<file path="config.mk">
export PLATFORM = sky130hd
export DESIGN_NAME = phase_display_sequencer
export DESIGN_NICKNAME = d
export VERILOG_FILES = /design/src/rtl/phase_display_sequencer.sv
export SDC_FILE = /design/constraint.sdc
export NUM_CORES = 1
export LEC_CHECK = 0
export ABC_CLOCK_PERIOD_IN_PS = 2000
export BUFFER_PORTS_ARGS = -buffer_cell sky130_fd_sc_hd__clkbuf_2
export CORE_MARGIN = 2
export CORE_UTILIZATION = 45
export DETAILED_ROUTE_END_ITERATION = 16
export PLACE_DENSITY = 0.76
export SLEW_MARGIN = 20
export SYNTH_ARGS = -nofsm -noshare
export SYNTH_HDL_FRONTEND = slang
export SYNTH_SLANG_ARGS = --single-unit
</file>
<file path="constraint.sdc">
create_clock -name CLOCK -period 2 [get_ports CLOCK]
set_clock_uncertainty 0.2 [all_clocks]
set_input_delay 0.2 -clock CLOCK [delete_from_list [all_inputs] [get_ports CLOCK]]
set_output_delay 0.2 -clock CLOCK [all_outputs]
set_load 0.02 [all_outputs]
</file>
<file path="src/rtl/phase_display_sequencer.sv">
// Phase sequencer for the clock project: walks section 1, banner, section 2, done,
// and owns the shared 4-digit seven-segment display and its anode scan.
module phase_display_sequencer #(
    parameter int SCAN_DIV      = 100000,
    parameter int BANNER_CYCLES = 200000000
) (
    input  logic        CLOCK,
    input  logic        RESET,
    input  logic        p1_done,
    input  logic        p2_done,
    input  logic [31:0] p1_seg,
    input  logic [3:0]  p1_mask,
    input  logic [31:0] p2_seg,
    input  logic [3:0]  p2_mask,
    input  logic [31:0] banner_seg,
    output logic        p1_en,
    output logic        p2_en,
    output logic [2:0]  state,
    output logic        first_done,
    output logic [7:0]  seg,
    output logic [3:0]  an
);

    localparam int SCAN_W = $clog2(SCAN_DIV);
    localparam int BAN_W  = $clog2(BANNER_CYCLES + 1);
    localparam logic [SCAN_W-1:0] SCAN_LAST = SCAN_W'(SCAN_DIV - 1);
    localparam logic [BAN_W-1:0]  BAN_LAST  = BAN_W'(BANNER_CYCLES - 1);

    typedef enum logic [2:0] {
        S_IDLE   = 3'd0,
        S_P1     = 3'd1,
        S_BANNER = 3'd2,
        S_P2     = 3'd3,
        S_DONE   = 3'd4
    } state_t;

    state_t             state_r;
    logic [BAN_W-1:0]   ban_cnt;
    logic [SCAN_W-1:0]  scan_cnt_p0;
    logic [1:0]         digit_p0;
    logic [31:0]        sel_seg_p0;
    logic [3:0]         sel_mask_p0;

    function automatic logic [3:0] anode_low(input logic [1:0] d);
        anode_low = ~(4'b0001 << d);
    endfunction

    assign state = state_r;

    always_ff @(posedge CLOCK) begin
        if (RESET) begin
            state_r    <= S_IDLE;
            p1_en      <= 1'b0;
            p2_en      <= 1'b0;
            first_done <= 1'b0;
            ban_cnt    <= '0;
        end else begin
            case (state_r)
                S_IDLE: begin
                    state_r <= S_P1;
                    p1_en   <= 1'b1;
                end
                S_P1: begin
                    if (p1_done) begin
                        state_r    <= S_BANNER;
                        p1_en      <= 1'b0;
                        first_done <= 1'b1;
                        ban_cnt    <= '0;
                    end
                end
                S_BANNER: begin
                    // Counter holds the number of edges already spent in BANNER.
                    if (ban_cnt == BAN_LAST) begin
                        state_r <= S_P2;
                        p2_en   <= 1'b1;
                        ban_cnt <= '0;
                    end else begin
                        ban_cnt <= ban_cnt + 1'b1;
                    end
                end
                S_P2: begin
                    if (p2_done) begin
                        state_r <= S_DONE;
                        p2_en   <= 1'b0;
                    end
                end
                S_DONE: begin
                    state_r <= S_DONE;
                end
                default: begin
                    state_r <= S_IDLE;
                    p1_en   <= 1'b0;
                    p2_en   <= 1'b0;
                end
            endcase
        end
    end

    // Scan runs continuously; phase changes never restart it.
    always_ff @(posedge CLOCK) begin
        if (RESET) begin
            scan_cnt_p0 <= '0;
            digit_p0    <= 2'd0;
        end else if (scan_cnt_p0 == SCAN_LAST) begin
            scan_cnt_p0 <= '0;
            digit_p0    <= digit_p0 + 2'd1;
        end else begin
            scan_cnt_p0 <= scan_cnt_p0 + 1'b1;
        end
    end

    always_comb begin
        sel_seg_p0  = 32'hFFFF_FFFF;
        sel_mask_p0 = 4'b0000;
        case (state_r)
            S_P1: begin
                sel_seg_p0  = p1_seg;
                sel_mask_p0 = p1_mask;
            end
            S_BANNER: begin
                sel_seg_p0  = banner_seg;
                sel_mask_p0 = 4'b1111;
            end
            S_P2, S_DONE: begin
                sel_seg_p0  = p2_seg;
                sel_mask_p0 = p2_mask;
            end
            default: begin
                sel_seg_p0  = 32'hFFFF_FFFF;
                sel_mask_p0 = 4'b0000;
            end
        endcase
    end

    // Stage p0 -> output register: one digit at most, blank when masked off.
    always_ff @(posedge CLOCK) begin
        if (RESET) begin
            an  <= 4'hF;
            seg <= 8'hFF;
        end else if (sel_mask_p0[digit_p0]) begin
            an  <= anode_low(digit_p0);
            seg <= sel_seg_p0[{digit_p0, 3'b000} +: 8];
        end else begin
            an  <= 4'hF;
            seg <= 8'hFF;
        end
    end

endmodule

</file>
==> results of run 1 <==
-- routing by layer --
| layer | track usage (%) | vias to the layer above | wire, µm |
|---|---|---|---|
| li1 | - | 1945 | - |
| met1 | 33.55 | 1939 | 5011 |
| met2 | 38.19 | 166 | 5650 |
| met3 | 4.593 | 26 | 747 |
| met4 | 7.966 | 0 | 233 |
| met5 | 0 | - | 0 |
-- power breakdown --
group | total (W) | switching, W | internal [W] | leakage, nW
Combinational | 0.000579 | 0.000301 | 0.000278 | 1.45
Clock | 0.00128 | 0.000515 | 0.000766 | 0.113
Sequential | 0.00134 | 0.0000226 | 0.00132 | 0.535
-- kinds of logic (layout without fill, tap and decap cells) --
kind of cell,after synthesis,count (layout)
xor gates and xnor gates,37,37
AOI/OAI and AO/OA,95,95
adders and majority gates,6,6
and+or+nand+nor,197,197
muxes,3,3
buffers and inverters,34,209
DFF,65,65
-- cell usage in the layout (no fill, tap or decap), types with 3 or more instances in the layout --
master and instances:
clkbuf_8 9, nor4_1 6, a311o_1 3, a21oi_1 18
and3_1 3, a21oi_2 3, nor2_1 59, xor2_1 13
buf_6 4, dfxtp_2 9, dfxtp_4 6, nand2b_1 5
inv_1 7, nand2_1 57, o21ai_0 7, a221oi_1 32
clkbuf_2 125, nor3_1 8, a31oi_1 3, nand3_1 14
a221o_1 5, buf_4 47, a211o_1 5, nor4b_1 3
nand4_1 7, ha_1 6, xnor2_1 24, buf_12 3
dfxtp_1 50, dlygate4sd3_1 6, a221oi_2 4
-- what timing repair did --
item | 4_1_cts | 5_1_grt
hold endpoints to repair | 6 | 0
resized for setup | 5 | 52
endpoints found under the setup margin | 3 | 41
gates cloned | 0 | 3
hold buffers | 6 | 0
pin swaps | 1 | 10
buffers inserted | 1 | 7
-- worst register-to-register path, delay by kind of cell, from the launching register on --
kind / cells / cell delay [ns]
buffers and inverters: 1 / 0.16
AOI/OAI and AO/OA: 1 / 0.12
DFF: 1 / 0.37
and+or+nand+nor: 4 / 1.08
-- cell type report --
class                           count  area, µm²
Clock buffer                       10      148.9
Clock inverter                      5      77.57
Fill cell                         596       2542
Inverter                            8      30.03
Multi-Input combinational cell    338       2297
Sequential cell                    65       1335
Tap cell                          102      127.6
Timing Repair Buffer              186       1169
-- registers in the layout, summed over array words and instances (netlist names) --
signal and flops:
an 4, ban_cnt 28, digit_p0 2, first_done 1
p1_en 1, p2_en 1, scan_cnt_p0 17, seg 8
state 3
-- path summary, 6_finish.rpt --
check	to	slack, ns	cells past startpoint
worst max-delay path	ban_cnt[27]$_SDFFE_PP0P_	0.001	6
worst min-delay path	seg[5]$_SDFF_PP1_	0.01	4
worst max register to register	ban_cnt[27]$_SDFFE_PP0P_	0.001	6
worst min register to register	scan_cnt_p0[0]$_SDFF_PP0_	0.25	1
-- per-stage QoR --
step,hold WS [ns],utilization (%),total power [W]
floorplan,0.1630,-,0.001645
global placement,0.2253,59.76,0.001870
detailed placement,0.2439,59.76,0.001879
CTS,0.008537,63.78,0.003166
global route,0.02238,67.10,0.003326
finish,0.01335,67.10,0.003201
==> results.txt, run 1 <==
Post-Place Cells -> 682
Simple-gate area share of the yosys netlist -> 27.47%
Routed Antenna Nets -> 0
Synthesized area -> 3598 µm²
Design Area, Final -> 5185 µm²
Pre-antenna DRT Iters -> 5
#FFs+latches synth -> 65
Root Buffer -> clkbuf_8
DR iter-0 viols -> 255
Worst-margin pin slew -> 0.3945 ns
Slowest CP cell -> or4_4
Arrival @ worst endpoint -> 2.09 ns
GR Overflow Total -> 0
Asr flop ratio synth -> 0%
Count leader, synth -> dfxtp_1
Syn Inst Count -> 437
Setup Viol. Count Final -> 0
Fin crit period -> 1.999 ns
Antenna violations before repair -> 0
Antenna diode count -> 0
Adder-cell share of the synthesized area -> 2.086%
WP buf/inv -> 1
Ranking of synthesized cells by area -> dfxtp_1, a221oi_1, nor2_1
Post-synth EDFFs -> 0
XOR/XNOR Fraction of Synth Area -> 9.006%
CTS sink cnt -> 65
Worst path cell trace -> nor3b_4 > buf_6 > nor2_4 > or4_4 > or3_1 > a21oi_1
PwrDens -> 617.3 nW/µm²
Detailed placer's ending HPWL -> 8057 µm
Synth area leader -> dfxtp_1
# H-tree levels -> 3
Worst Setup End Kind -> flop
Rel. slew slack -> 73.02%
TritonCTS clock tree -> done
Die Width -> 93.43 µm
Fin crit share -> 99.94%
Final GP Congestion -> 0.8740
Final Hold Fails -> 0
Fmax -> 0.5003 GHz
Register area share after synthesis -> 36.16%
VDD IR max -> 0.4034 mV
Nets -> 722
TNS Setup -> 0 ns
Via-to-Cell Ratio -> 5.709
CP peak stage delay -> 0.50 ns
Worst skew pair latency -> 0.35 ns
First-pass GRT wire length -> 16,800 µm
RSZ-0062 raised after global routing -> true
# port buffers -> 125
Min-delay src -> p2_seg[29]
Main combinational cell family by area after synthesis -> simple AND/OR/NAND/NOR gates
Cts bufs inserted -> 9
CP Max Fanout -> 7
Critical path start-end classification -> reg2reg
Die Height -> 93.43 µm
Status -> finished, final reports clean
Max Cap Viol -> 0
Clock buffer depth -> 2
Post-synth cell types -> 57
Placed inst area -> 4618 µm²
Most used flip-flop cell after synthesis -> dfxtp_1
Top cell type's share of synthesized area -> 36.16%
Post-Syn Area per Cell -> 8.234 µm²
Compound-gate portion of the synthesized area -> 19.99%
CP startpoint -> state[2]$_SDFFE_PP0P_
Required @ worst endpoint -> 2.09 ns
Final worst setup slack -> 0.001271 ns
I/O pins -> 126
Dpl ws -> -0.04680 ns
# DRC -> 0
Site Rows -> 32
Fraction of layout cells with a size suffix above 1 -> 40.36%
CTS clk-pin slew, worst paths -> 0.07 ns
Yosys warns -> 0
Multiplexer share of the synthesized area -> 1.217%
Vias in the first global route -> 3,583
Leakage -> 2.100 nW
Worst min path class -> in2reg
Die ar. -> 8728 µm²
Core area -> 7727 µm²
GRT Overall Usage -> 24.29%
Routed WL per cell -> 16.31 µm
Pin count of the biggest net entering global routing -> 34
Final WL -> 11,640 µm
List of most frequent post-synthesis cells -> dfxtp_1, nor2_1, nand2_1
Syn nets -> 551
Layout Cells excl Fill -> 714
Total number of vias -> 4,076
Syn-to-layout area delta -> 44.09%
Slew Limit Fails -> 0
Starting Density -> 46.57%
Worst path top cell family by delay -> simple AND/OR/NAND/NOR gates
Worst setup SP type -> flop
Reg2Reg Launch Point -> state[2]$_SDFFE_PP0P_
(Power assumes the default switching activity.)
==> run 2, diff against run 1 <==
--- a/config.mk
+++ b/config.mk
@@ -8,9 +8,10 @@
 export ABC_CLOCK_PERIOD_IN_PS = 2000
 export BUFFER_PORTS_ARGS = -buffer_cell sky130_fd_sc_hd__clkbuf_2
 export CORE_MARGIN = 2
-export CORE_UTILIZATION = 45
+export CORE_UTILIZATION = 44
 export DETAILED_ROUTE_END_ITERATION = 16
-export PLACE_DENSITY = 0.76
+export PLACE_DENSITY = 0.75
+export SETUP_SLACK_MARGIN = 0.4
 export SLEW_MARGIN = 20
 export SYNTH_ARGS = -nofsm -noshare
 export SYNTH_HDL_FRONTEND = slang
==> results.txt, run 2 (same netlist as run 1, synthesis figures left out) <==
Fraction of layout cells with a size suffix above 1 -> 55.10% (+15 points)
Fin crit share -> 106.9% (+7.0 points)
Leakage -> 2.336 nW (+11%)
# port buffers -> 125 (unchanged)
I/O pins -> 126 (unchanged)
Register with the highest flop count -> ban_cnt
Pin count of the biggest net entering global routing -> 33 (-2.9%)
DR iter-0 viols -> 410 (+61%)
Total number of vias -> 4,495 (+10%)
CP most frequent cell -> buf_12
Max Cap Viol -> 0 (unchanged)
Vias in the first global route -> 3,916 (+9.3%)
GR Overflow Total -> 0 (unchanged)
# H-tree levels -> 3 (unchanged)
Worst skew pair latency -> 0.36 ns (about the same)
Nets -> 737 (+2.1%)
CP Max Fanout -> 6 (-1)
GRT Overall Usage -> 27.47% (+3.2 points)
TNS Setup -> -2.425 ns (-2.425 ns)
Starting Density -> 46.09% (-0.48 points)
Syn-to-layout area delta -> 66.48%
Fmax -> 0.4677 GHz (-6.5%)
Die ar. -> 8918 µm² (+2.2%)
Fin crit period -> 2.138 ns (+0.1393 ns)
Site Rows -> 32 (unchanged)
PwrDens -> 549.8 nW/µm² (-11%)
Detailed placer's ending HPWL -> 8152 µm (+1.2%)
Reg2Reg Setup Slack -> -0.14 ns (-0.14 ns)
Status -> finished with violations
Worst path cell trace -> nor4b_2 > nand4_1 > o21a_2 > o21bai_4 > buf_6 > buf_12 > buf_12 > a21oi_1
Pre-antenna DRT Iters -> 6 (+1)
Antenna violations before repair -> 0 (unchanged)
Worst Setup End Kind -> flop
Fillers -> 471 (-21%)
Hold depth -> 4 (unchanged)
Root Buffer -> clkbuf_8
Final WL -> 15,200 µm (+31%)
Clock buffer depth -> 2 (unchanged)
Die Width -> 94.44 µm (+1.1%)
Cts bufs inserted -> 9 (unchanged)
Critical path start-end classification -> reg2reg
Failing checks -> negative setup slack
Die Height -> 94.44 µm (+1.1%)
First-pass GRT wire length -> 19,100 µm (+14%)
Final Hold Fails -> 0 (unchanged)
CTS clk-pin slew, worst paths -> 0.08 ns (about the same)
Dpl ws -> 0.02805 ns (+0.07485 ns)
Final GP Congestion -> 0.8874 (+1.5%)
Worst min path class -> in2reg
CTS sink cnt -> 65 (unchanged)
Most frequent cells in the layout -> clkbuf_2, nand2_1, buf_4
Setup Viol. Count Final -> 28 (+28)
RSZ-0062 raised after global routing -> true
Rel. slew slack -> 77.10% (+4.1 points)
WP buf/inv -> 3 (+2)
Worst reg-to-reg path cell count -> 8 (+2)
Worst path top cell family by delay -> simple AND/OR/NAND/NOR gates
Largest regs -> ban_cnt: 28 flops, scan_cnt_p0: 17 flops, seg: 8 flops
Via-to-Cell Ratio -> 6.158 (+7.9%)
Arrival @ worst endpoint -> 2.18 ns (+0.09 ns)
Routed WL per cell -> 20.82 µm (+28%)
Slew Limit Fails -> 0 (unchanged)
TritonCTS clock tree -> done
Required @ worst endpoint -> 2.05 ns (-0.04 ns)
Most common cell after layout, fill and taps aside -> clkbuf_2
Max reg flops -> 28 (unchanged)
Worst setup SP type -> flop
Slowest CP cell -> dfxtp_4
Routed Antenna Nets -> 0 (unchanged)
# DRC -> 0 (unchanged)
CP peak stage delay -> 0.36 ns (-0.14 ns)
Core area -> 7807 µm² (+1.0%)
Final worst setup slack -> -0.1380 ns (-0.1393 ns)
Worst-margin pin slew -> 0.3424 ns (-0.05209 ns)
Stages on worst setup path -> 8 (+2)
VDD IR max -> 0.4830 mV (+20%)
Antenna diode count -> 0 (unchanged)
run 2: cell count changes in the layout (fill, tap and decap cells not counted), sizes merged:
| cell | previous run | this run |
|---|---|---|
| buf | 54 | 65 |
| bufinv | 2 | 1 |
| clkbuf | 136 | 140 |
| clkinvlp | 1 | 2 |
| dlygate4sd3 | 6 | 7 |
run 2: repair_timing:
| action | in CTS | in global routing |
|---|---|---|
| gates cloned | 2 | 6 |
| pin swaps | 15 | 35 |
| endpoints found under the setup margin | 60 | 60 |
| gates resized for setup | 56 | 131 |
| hold buffers | 7 | 0 |
| endpoints found under the hold margin | 8 | 0 |
| buffers inserted | 11 | 3 |
run 2: metal layers:
layer | vias up | track usage (%) | routed length (µm)
li1 | 1978 | - | -
met1 | 2168 | 34.70 | 5669
met2 | 265 | 45.00 | 7519
met3 | 84 | 6.864 | 1274
met4 | 0 | 10.99 | 738
met5 | - | 0 | 0
run 2: area by class of cell:
| cell class | instances | area (µm²) | area share (%) |
|---|---|---|---|
| multi-input cells | 338 | 2830 | 47.24 |
| repair buffers | 201 | 1451 | 24.23 |
| flip-flops and latches | 65 | 1355 | 22.62 |
| clock buffers | 11 | 141.4 | 2.360 |
| well taps | 102 | 127.6 | 2.130 |
| clock inverters | 5 | 55.05 | 0.9190 |
| inverters | 8 | 30.03 | 0.5013 |
run 2: worst min-delay path, delay by kind of cell:
| kind | cells | cell delay, ns |
|---|---|---|
| AOI/OAI and AO/OA | 2 | 0.21 |
| buffers and inverters | 1 | 0.07 |
| and+or+nand+nor | 1 | 0.06 |
run 2: final timing paths:
check | from | endpoint
worst max-delay path | ban_cnt[18]$_SDFFE_PP0P_ | ban_cnt[25]$_SDFFE_PP0P_
worst min-delay path | p1_seg[29] | seg[5]$_SDFF_PP1_
worst max register to register | ban_cnt[18]$_SDFFE_PP0P_ | ban_cnt[25]$_SDFFE_PP0P_
worst min register to register | scan_cnt_p0[0]$_SDFF_PP0_ | scan_cnt_p0[0]$_SDFF_PP0_
run 2: per-stage QoR:
step	area (µm²)	instances	hold WS (ns)	power (W)	util, %
4_1_cts	5288	721	0.007866	0.003126	67.72
3_5_place_dp	4677	685	0.2354	0.001896	59.90
3_3_place_gp	4677	685	0.2225	0.001886	59.90
6_report	5991	730	0.02223	0.003294	76.73
2_1_floorplan	3652	437	0.1630	0.001649	-
5_1_grt	5991	730	0.04448	0.003373	76.73
run 2: power by group:
group / total, W / internal, W / switching, W
combinational: 0.000776 / 0.000383 / 0.000393
sequential: 0.00135 / 0.00132 / 0.0000290
clock: 0.00117 / 0.000606 / 0.000564
